--- config.mk ---
export PLATFORM = sky130hd
export DESIGN_NAME = serial_adder
export DESIGN_NICKNAME = d
export VERILOG_FILES = /design/src/rtl/serial_adder_pkg.sv /design/src/rtl/serial_adder_full_adder.sv /design/src/rtl/serial_adder.sv
export SDC_FILE = /design/constraint.sdc
export NUM_CORES = 1
export LEC_CHECK = 0
export ABC_AREA = 1
export CAP_MARGIN = 20
export CORE_UTILIZATION = 30
export CTS_CLUSTER_SIZE = 24
export DETAILED_ROUTE_END_ITERATION = 8
export GPL_TIMING_DRIVEN = 0
export PLACE_DENSITY = 0.55
export SYNTH_ARGS = -nofsm -noshare
export SYNTH_HDL_FRONTEND = slang
export SYNTH_SLANG_ARGS = --single-unit
--- constraint.sdc ---
create_clock -name Clk -period 1.3 [get_ports Clk]
set_input_delay 0.39 -clock Clk [delete_from_list [all_inputs] [get_ports Clk]]
set_output_delay 0.39 -clock Clk [all_outputs]
set_load 0.1 [all_outputs]
--- src/rtl/serial_adder_pkg.sv ---
// Shared definitions for the bit-serial adder: FSM state encoding and the
// default operand width.
package serial_adder_pkg;

  localparam int SA_WIDTH_DEFAULT = 8;

  // 2'd3 is unused; the FSM steers it back to S_IDLE.
  typedef enum logic [1:0] {
    S_IDLE  = 2'd0,
    S_SHIFT = 2'd1,
    S_DONE  = 2'd2
  } sa_state_e;

endpackage

--- src/rtl/serial_adder_full_adder.sv ---
// Single-bit full adder cell; the serial adder reuses one instance for
// every bit position.
module full_adder (
  input  logic A,
  input  logic B,
  input  logic Cin,
  output logic S,
  output logic Cout
);

  assign S    = A ^ B ^ Cin;
  assign Cout = (A & B) | (Cin & (A ^ B));

endmodule

--- src/rtl/serial_adder.sv ---
// Bit-serial adder: {Cout,Sum} = A + B + Cin, one bit per clock through a
// single full_adder cell. Operands load on an accepted Start in IDLE, WIDTH
// shift cycles follow, then a DONE cycle publishes the result to registered
// outputs. Define SERIAL_ADDER_OVF_EN to add the signed Overflow output.
//
// state   | meaning
// S_IDLE  | waiting for Start; Sum/Cout hold the last result
// S_SHIFT | one bit per cycle through the full adder; Busy=1
// S_DONE  | result copied to Sum/Cout, Done pulse follows
module serial_adder
  import serial_adder_pkg::*;
#(
  parameter int WIDTH = SA_WIDTH_DEFAULT
) (
  input  logic             Clk,
  input  logic             Rst,
  input  logic             Start,
  input  logic [WIDTH-1:0] A,
  input  logic [WIDTH-1:0] B,
  input  logic             Cin,
  output logic             Busy,
  output logic             Done,
  output logic [WIDTH-1:0] Sum,
  output logic             Cout
`ifdef SERIAL_ADDER_OVF_EN
  ,
  output logic             Overflow
`endif
);

  localparam int CW = $clog2(WIDTH + 1);

  sa_state_e        state_q, state_d;
  logic [WIDTH-1:0] sha_q, sha_d;
  logic [WIDTH-1:0] shb_q, shb_d;
  logic [WIDTH-1:0] res_q, res_d;
  logic [WIDTH-1:0] sum_q, sum_d;
  logic             carry_q, carry_d;
  logic             cout_q, cout_d;
  logic             done_q, done_d;
  logic [CW-1:0]    cnt_q, cnt_d;
  logic             fa_s, fa_cout;
  logic             last_shift;

  full_adder u_fa (
    .A    (sha_q[0]),
    .B    (shb_q[0]),
    .Cin  (carry_q),
    .S    (fa_s),
    .Cout (fa_cout)
  );

  // Counter reaching WIDTH-1 means this edge performs the final shift.
  assign last_shift = (cnt_q == CW'(WIDTH - 1));

  // Next-state, datapath and output decisions; everything holds by default.
  always_comb begin
    state_d = state_q;
    sha_d   = sha_q;
    shb_d   = shb_q;
    res_d   = res_q;
    carry_d = carry_q;
    cnt_d   = cnt_q;
    sum_d   = sum_q;
    cout_d  = cout_q;
    done_d  = 1'b0;
    case (state_q)
      S_IDLE: begin
        if (Start) begin
          sha_d   = A;
          shb_d   = B;
          carry_d = Cin;
          cnt_d   = '0;
          state_d = S_SHIFT;
        end
      end
      S_SHIFT: begin
        sha_d   = {1'b0, sha_q[WIDTH-1:1]};
        shb_d   = {1'b0, shb_q[WIDTH-1:1]};
        res_d   = {fa_s, res_q[WIDTH-1:1]};
        carry_d = fa_cout;
        cnt_d   = cnt_q + CW'(1);
        if (last_shift) state_d = S_DONE;
      end
      S_DONE: begin
        sum_d   = res_q;
        cout_d  = carry_q;
        done_d  = 1'b1;
        state_d = S_IDLE;
      end
      default: state_d = S_IDLE;
    endcase
  end

  // State and datapath registers; reset discards any operation in flight.
  always_ff @(posedge Clk) begin
    if (Rst) begin
      state_q <= S_IDLE;
      sha_q   <= '0;
      shb_q   <= '0;
      res_q   <= '0;
      carry_q <= 1'b0;
      cnt_q   <= '0;
      sum_q   <= '0;
      cout_q  <= 1'b0;
      done_q  <= 1'b0;
    end else begin
      state_q <= state_d;
      sha_q   <= sha_d;
      shb_q   <= shb_d;
      res_q   <= res_d;
      carry_q <= carry_d;
      cnt_q   <= cnt_d;
      sum_q   <= sum_d;
      cout_q  <= cout_d;
      done_q  <= done_d;
    end
  end

  assign Busy = (state_q == S_SHIFT);
  assign Done = done_q;
  assign Sum  = sum_q;
  assign Cout = cout_q;

`ifdef SERIAL_ADDER_OVF_EN
  logic msbc_q, msbc_d;
  logic ovf_q, ovf_d;

  // Carry into the MSB is the carry register as the final shift consumes it.
  always_comb begin
    msbc_d = msbc_q;
    ovf_d  = ovf_q;
    if (state_q == S_SHIFT && last_shift) msbc_d = carry_q;
    if (state_q == S_DONE)                ovf_d  = msbc_q ^ carry_q;
  end

  // Overflow registers follow the same reset and hold rules as Cout.
  always_ff @(posedge Clk) begin
    if (Rst) begin
      msbc_q <= 1'b0;
      ovf_q  <= 1'b0;
    end else begin
      msbc_q <= msbc_d;
      ovf_q  <= ovf_d;
    end
  end

  assign Overflow = ovf_q;
`endif

endmodule

==> results of run 1 <==
cell usage after synthesis (2+ instances only):
master    instances  area share [%]
a21oi_1           3            0.86
buf_2             4             1.1
buf_6             5             3.2
clkbuf_1          2            0.43
dfxtp_1          41              47
inv_1            17             3.6
nand2_1          47              10
nand2_2           3             1.1
nand3_1          27             7.7
nor2_1           63              14
nor2_2            2            0.71
o21ai_0          16             4.6
o21ai_1           7             2.0
tightest hold or removal path: cells and delay by family (launching register included):
family / cells / cell delay [ns]
AO/OA/AOI/OAI: 1 / 0.06
flip-flops: 1 / 0.32
AND/OR/NAND/NOR: 1 / 0.06
metal layers:
| layer | part of all wire [%] | vias up | track usage [%] |
|---|---|---|---|
| met2 | 42 | 30 | 21.84 |
| met3 | 3.9 | 8 | 3.721 |
| met4 | 2.4 | 0 | 9.444 |
| met1 | 52 | 693 | 19.23 |
| met5 | 0 | - | 0 |
| li1 | - | 843 | - |
layout by cell type, fill, tap and decap left out, types with 3 or more instances in the layout:
cell,count
o21ai_0,15
clkbuf_8,6
nand2_4,3
o21ai_1,8
buf_2,3
inv_1,17
buf_6,13
dfxtp_2,10
clkbuf_1,3
nand3_1,27
clkdlybuf4s50_1,17
dfxtp_1,30
nor2_1,63
buf_4,4
nand2_1,47
a21oi_1,3
where the power goes:
part           internal, W  leakage (nW)  switching (W)
clock network     0.000422        0.0443       0.000434
logic             0.000188         0.637       0.000250
registers          0.00133         0.341      0.0000523
timing repair:
action / in CTS / in global routing
endpoints found under the setup margin: 49 / 23
gates resized for setup: 86 / 7
setup buffers: 2 / 1
cloned: 0 / 0
pin swaps: 0 / 1
area by class of cell:
cell class,instances,area (sq um)
fillers,619,3279
flip-flops and latches,41,837.1
multi-input cells,173,784.5
repair buffers,33,342.8
inverters,20,90.09
well taps,72,90.09
clock buffers,7,86.33
plain buffers,9,63.81
metrics by stage:
| step | TNS [ns] | instances | hold slack, ns | setup slack, ns | power (W) |
|---|---|---|---|---|---|
| finish | -0.09571 | 355 | 0.4786 | -0.09571 | 0.002677 |
| global route | -0.4420 | 355 | 0.4998 | -0.1426 | 0.002824 |
| CTS | -0.1196 | 355 | 0.4781 | -0.1196 | 0.002702 |
| detailed placement | -21.56 | 347 | 0.4636 | -1.063 | 0.001832 |
| global placement | -22.16 | 347 | 0.4558 | -1.061 | 0.001829 |
| floorplan | 0 | 245 | 0.4426 | 0.001020 | 0.001685 |
logic make-up after synthesis:
| kind of cell | Yosys count |
|---|---|
| buffers and inverters | 31 |
| adder cells (fa/ha/maj) | 2 |
| AND/OR/NAND/NOR | 145 |
| AO/OA/AOI/OAI | 26 |
| flip-flops | 41 |
sequential cells by signal, summed over array words and instances (netlist names):
register,flops
Cout,1
Done,1
Sum,8
carry_q,1
cnt_q,4
res_q,8
sha_q,8
shb_q,8
state_q,2
final timing paths:
path	endpoint	depth (start not counted)
worst max register to register	shb_q[5]$_SDFFE_PP0P_	9
worst min-delay path	shb_q[7]$_SDFFE_PP0P_	2
worst max-delay path	Busy	4
worst min register to register	shb_q[7]$_SDFFE_PP0P_	2
==> run_results.csv, run 1 <==
group,metric,value,unit
synth,ys_warn_count,0,
layout,final_util,41.17,%
worst_setup_path,cp.arrival,1.01,ns
layout,nets,305,
synth,synth_top_family_by_area,"simple AND/OR/NAND/NOR gates",
routing,ant_nets,0,
synth,synth_simple_gate_area_share,34.67,%
worst_hold_path,worstHoldStart,"shb_q[7]$_SDFFE_PP0P_",
layout,layout-drive-gt1-share,16.96,%
synth,synth_edf_count,0,
place,gp_congestion,0.7744,
worst_setup_path,end_kind,"output port",
routing,wire_per_inst,11.30,um
sta,timing.fmax,0.7165,GHz
floorplan,ios,31,
routing,drt_iter0_drc,79,
floorplan,die_x,78.39,um
clock_network,cts_buffer_depth,2,
floorplan,initial_core_util,31.40,%
clock_network,cts.sinks,41,
clock_network,ctsHoldBuffers,0,
clock_network,insertion_delay,0.30,ns
routing,viasPerCell,4.434,
sta,report.final.setup_viol,1,
synth,synthAdderAreaFrac,1.858,%
clock_network,root_buffer,"clkbuf_8",
synth,yosysUniqueCellTypes,21,
layout,stdcell_area,0.002295,sq mm
worst_setup_path,reg2reg_slack,0.04,ns
clock_network,clk_pin_slew_worst_paths,0.08,ns
routing,num_vias,1574,
routing,drt-pass1-iter-count,4,
grt,antenna_found_initial,0,
place,hpwl,2719,um
synth,synth-compound-area-share,7.434,%
routing,routed_wl,4012,um
worst_setup_path,startpoint,"state_q[1]$_SDFFE_PP0P_",
synth,async_flop_share,0,%
synth,ys_seq_area_share,46.89,%
synth,netlist_instances,245,
worst_setup_path,path_class,"reg -> out",
grt,grt_pass1_wl,6768,um
run,cap_violations,0,
place,portBuffers,30,
sta,slew-limit-headroom,66.18,%
worst_setup_path,cp_num_buf_inv,3,
synth,synth_area_per_cell,7.145,sq um
worst_setup_path,path_delay_family,"flip-flops",
worst_setup_path,worst_path_largest_cell_delay,0.35,ns
grt,grt_pass1_vias,1425,
floorplan,rows,27,
floorplan,die-area,0.006144,sq mm
sta,hold_viol,0,
synth,ys.flop_type,"dfxtp_1",
clock_network,tritoncts,"built",
sta,period_minus_slack,1.396,ns
worst_hold_path,hold_path.class,"reg -> reg",
grt,grtUsageTotal,14.85,%
place,place_area,0.002152,sq mm
clock_network,cts_max_level,2,
grt,gr-total-overflow,0,
clock_network,cts_made_buffers,5,
sta,maxSlewViolCount,0,
power,vdd_ir_drop_max,0.4163,mV
worst_setup_path,required,0.91,ns
synth,ys_seq_elements,41,
sta,tightest_slew,0.5073,ns
sta,setup_ws,-0.09571,ns
worst_setup_path,startpoint_type,"flip-flop",
sta,grt_setup_unrepaired,"true",
synth,synth_nets,267,
routing,drcViolationCount,0,
worst_setup_path,worstPathMaxFanout,2,
floorplan,core_area,0.005574,sq mm
worst_setup_path,r2r_start,"state_q[1]$_SDFFE_PP0P_",
worst_setup_path,path_cells,"inv_2, nand2_4, clkinv_8, buf_12",
status,status,"complete, but fails checks",
worst_setup_path,cp_slowest_cell,"dfxtp_2",
layout,area_growth,31.09,%
power,power_density,1167,mW/mm^2
sta,period_share,107.4,%
synth,synth_xor_area_share,0,%
grt,grt_max_degree,16,
layout,antenna_cells,0,
status,violations,"negative setup slack",
floorplan,dieHeight,78.39,um
synth,synthesis.area,0.001750,sq mm
synth,synth_mux_area_share,0,%
power,p_leak,1.022,nW
sta,clock_skew,0.007706,ns
(Power assumes the default switching activity.)
==> run 2: changes to the inputs <==
ABC_AREA = 0   (was 1)
PLACE_DENSITY = 0.56   (was 0.55)
==> run_results.csv, run 2 <==
group,metric,value,unit
status,status,"complete, but fails checks",
status,violations,"negative setup slack",
run,cap_violations,0,
worst_hold_path,holdPathStages,2,
clock_network,cts_max_level,2,
worst_setup_path,worstPathMaxFanout,3,
routing,viasPerCell,4.784,
synth,netlist_instances,194,
layout,layout-drive-gt1-share,31.93,%
synth,ys_seq_area_share,47.74,%
worst_setup_path,r2r_cells,5,
worst_setup_path,cp.arrival,1.02,ns
floorplan,ios,31,
synth,synth_edf_count,0,
grt,grt_max_degree,13,
grt,grt_pass1_vias,1460,
clock_network,root_buffer,"clkbuf_8",
place,portBuffers,29,
clock_network,ctsHoldBuffers,0,
floorplan,initial_core_util,31.22,%
place,gp_congestion,0.7759,
worst_hold_path,hold_path.class,"in -> reg",
floorplan,rows,27,
sta,hold_viol,0,
routing,drcViolationCount,0,
grt,antenna_found_initial,0,
synth,synth_nets,216,
layout,multi_input_area,857.1,sq um
grt,grt-busiest-layer,"met2",
synth,ys_seq_elements,41,
sta,report.final.setup_viol,1,
sta,timing.fmax,0.7070,GHz
synth,synth_area_leaders,"dfxtp_1 48%, nand2_1 8.1%, a211oi_2 7.3%, nor2_1 5.9%, a21oi_1 5.5%",
layout,layout_commonest_cell,"nand2_1",
sta,slew-limit-headroom,64.48,%
worst_setup_path,path_cells,"nand2b_4, inv_4, buf_12",
routing,num_vias,1483,
clock_network,cts_made_buffers,5,
grt,grt.met2_usage,23.19,%
layout,area_growth,40.83,%
power,power_density,1135,mW/mm^2
power,power,0.002748,W
worst_setup_path,required,0.91,ns
synth,ys_warn_count,0,
sta,period_minus_slack,1.415,ns
synth,async_flop_share,0,%
floorplan,core_area,0.005507,sq mm
synth,synthesis.area,0.001719,sq mm
clock_network,tritoncts,"built",
synth,synth_most_common_cell,"dfxtp_1",
synth,yosysUniqueCellTypes,30,
sta,tightest_slew,0.5328,ns
worst_setup_path,crit_cells,3,
place,place_area,0.002113,sq mm
sta,grt_setup_unrepaired,"true",
routing,routed_wl,3941,um
synth,yosys.area.top_type,"dfxtp_1",
grt,grt_use_met3,3.882,%
power,vdd_ir_drop_max,0.4666,mV
routing,ant_nets,0,
floorplan,die_x,77.70,um
sta,maxSlewViolCount,0,
clock_network,clk_pin_slew_worst_paths,0.07,ns
layout,stdcell_area,0.002421,sq mm
routing,drt_iter0_drc,75,
floorplan,die-area,0.006037,sq mm
grt,grtUsageTotal,14.56,%
clock_network,cts.sinks,41,
worst_setup_path,cp_num_buf_inv,2,
power,p_leak,0.8880,nW
layout,most-common-layout-cells,"37 x nand2_1, 30 x dfxtp_1, 19 x a21oi_1, 18 x nor2_1, 17 x clkdlybuf4s50_1",
grt,grt_pass1_wl,6858,um
worst_setup_path,startpoint_type,"flip-flop",
worst_setup_path,path_delay_family,"flip-flops",
floorplan,dieHeight,77.70,um
place,dpl_worst_slack,-1.081,ns
sta,setup_ws,-0.1145,ns
worst_setup_path,path_class,"reg -> out",
worst_setup_path,cp_slowest_cell,"dfxtp_4",
grt,gr-total-overflow,0,
synth,ys.flop_type,"dfxtp_1",
layout,nets,260,
layout,regArea,837.1,sq um
clock_network,insertion_delay,0.29,ns
routing,drt-pass1-iter-count,4,
sta,period_share,108.8,%
layout,n_fill_cell,526,
synth,synth_area_per_cell,8.862,sq um
grt,grt.met1_usage,18.66,%
worst_setup_path,worst_path_largest_cell_delay,0.34,ns
synth,synth_top_area_share,47.74,%
layout,antenna_cells,0,
sta,clock_skew,0.01134,ns
worst_setup_path,end_kind,"output port",
routing,wire_per_inst,12.71,um
clock_network,cts_buffer_depth,2,
synth,synth_common_cells,"41 x dfxtp_1, 37 x nand2_1, 27 x nor2_1",
place,hpwl,2559,um
==> run 2: changes by cell type in the layout (fill, tap and decap cells not counted), sizes merged, moves of 10 or more <==
cell / previous run / this run
a21oi: 3 / 19
a211oi: 0 / 16
nand3: 27 / 2
inv: 19 / 2
buf: 21 / 31
nor2: 66 / 27
nand2: 50 / 37
o21ai: 23 / 0
==> run 2: cell type report <==
class / instances / area share, %
clock inverters: 2 / 1.447
well taps: 72 / 3.721
inverters: 3 / 0.7235
plain buffers: 13 / 3.979
flip-flops and latches: 41 / 34.57
clock buffers: 5 / 2.842
multi-input cells: 134 / 35.40
repair buffers: 40 / 17.31
==> run 2: path summary, 6_finish.rpt <==
check | from | endpoint | slack [ns]
setup / recovery | state_q[1]$_SDFFE_PP0P_ | Busy | -0.11
setup reg to reg | state_q[1]$_SDFFE_PP0P_ | sha_q[6]$_SDFFE_PP0P_ | 0.01
hold / removal | Rst | state_q[1]$_SDFFE_PP0P_ | 0.40
hold reg to reg | res_q[4]$_SDFFE_PP0N_ | Sum[4]$_SDFFE_PP0P_ | 0.45
==> run 2: metal layers <==
metal  share of wire [%]  up-vias  wire, um
met1                  50      687      1955
met2                  46       28      1794
met3                 3.4        5       135
met4                 1.4        0        55
met5                   0        -         0
li1                    -      763         -
==> run 2: cell families after synthesis <==
kind of cell               share of synthesized area [%]
AOI/OAI and AO/OA                                  24.82
adders and majority gates                          1.892
buffers and inverters                              6.622
DFF                                                47.74
and+or+nand+nor                                    18.92
==> run 2: per-stage QoR <==
| stage | utilization (%) | cells | hold WS, ns | setup TNS (ns) |
|---|---|---|---|---|
| after floorplan | - | 194 | 0.4246 | 0 |
| after global placement | 38.38 | 295 | 0.4393 | -14.35 |
| after detailed placement | 38.38 | 295 | 0.4431 | -14.60 |
| after CTS | 42.67 | 308 | 0.3916 | -0.2823 |
| after global routing | 43.97 | 310 | 0.4081 | -0.2225 |
| final | 43.97 | 310 | 0.4011 | -0.1145 |
==> run 2: where the power goes <==
part	total (W)	internal, W	switching [W]	leakage, nW
clock	0.000985	0.000558	0.000427	0.0540
combinational	0.000408	0.000209	0.000200	0.493
sequential	0.00135	0.00131	0.0000449	0.341
total	0.00275	0.00208	0.000672	0.888
==> run 2: repair_timing <==
| item | CTS | global route |
|---|---|---|
| pin swaps | 0 | 5 |
| setup buffers | 6 | 4 |
| setup endpoints to repair | 31 | 30 |
| gates cloned | 0 | 1 |
| resized for setup | 101 | 14 |
==> run 2: worst reg2reg max path, delay by kind of cell, from the launching register on <==
family | cells | cell delay, ns
AO/OA/AOI/OAI | 2 | 0.50
buffers and inverters | 2 | 0.34
flip-flops | 1 | 0.34
AND/OR/NAND/NOR | 1 | 0.03
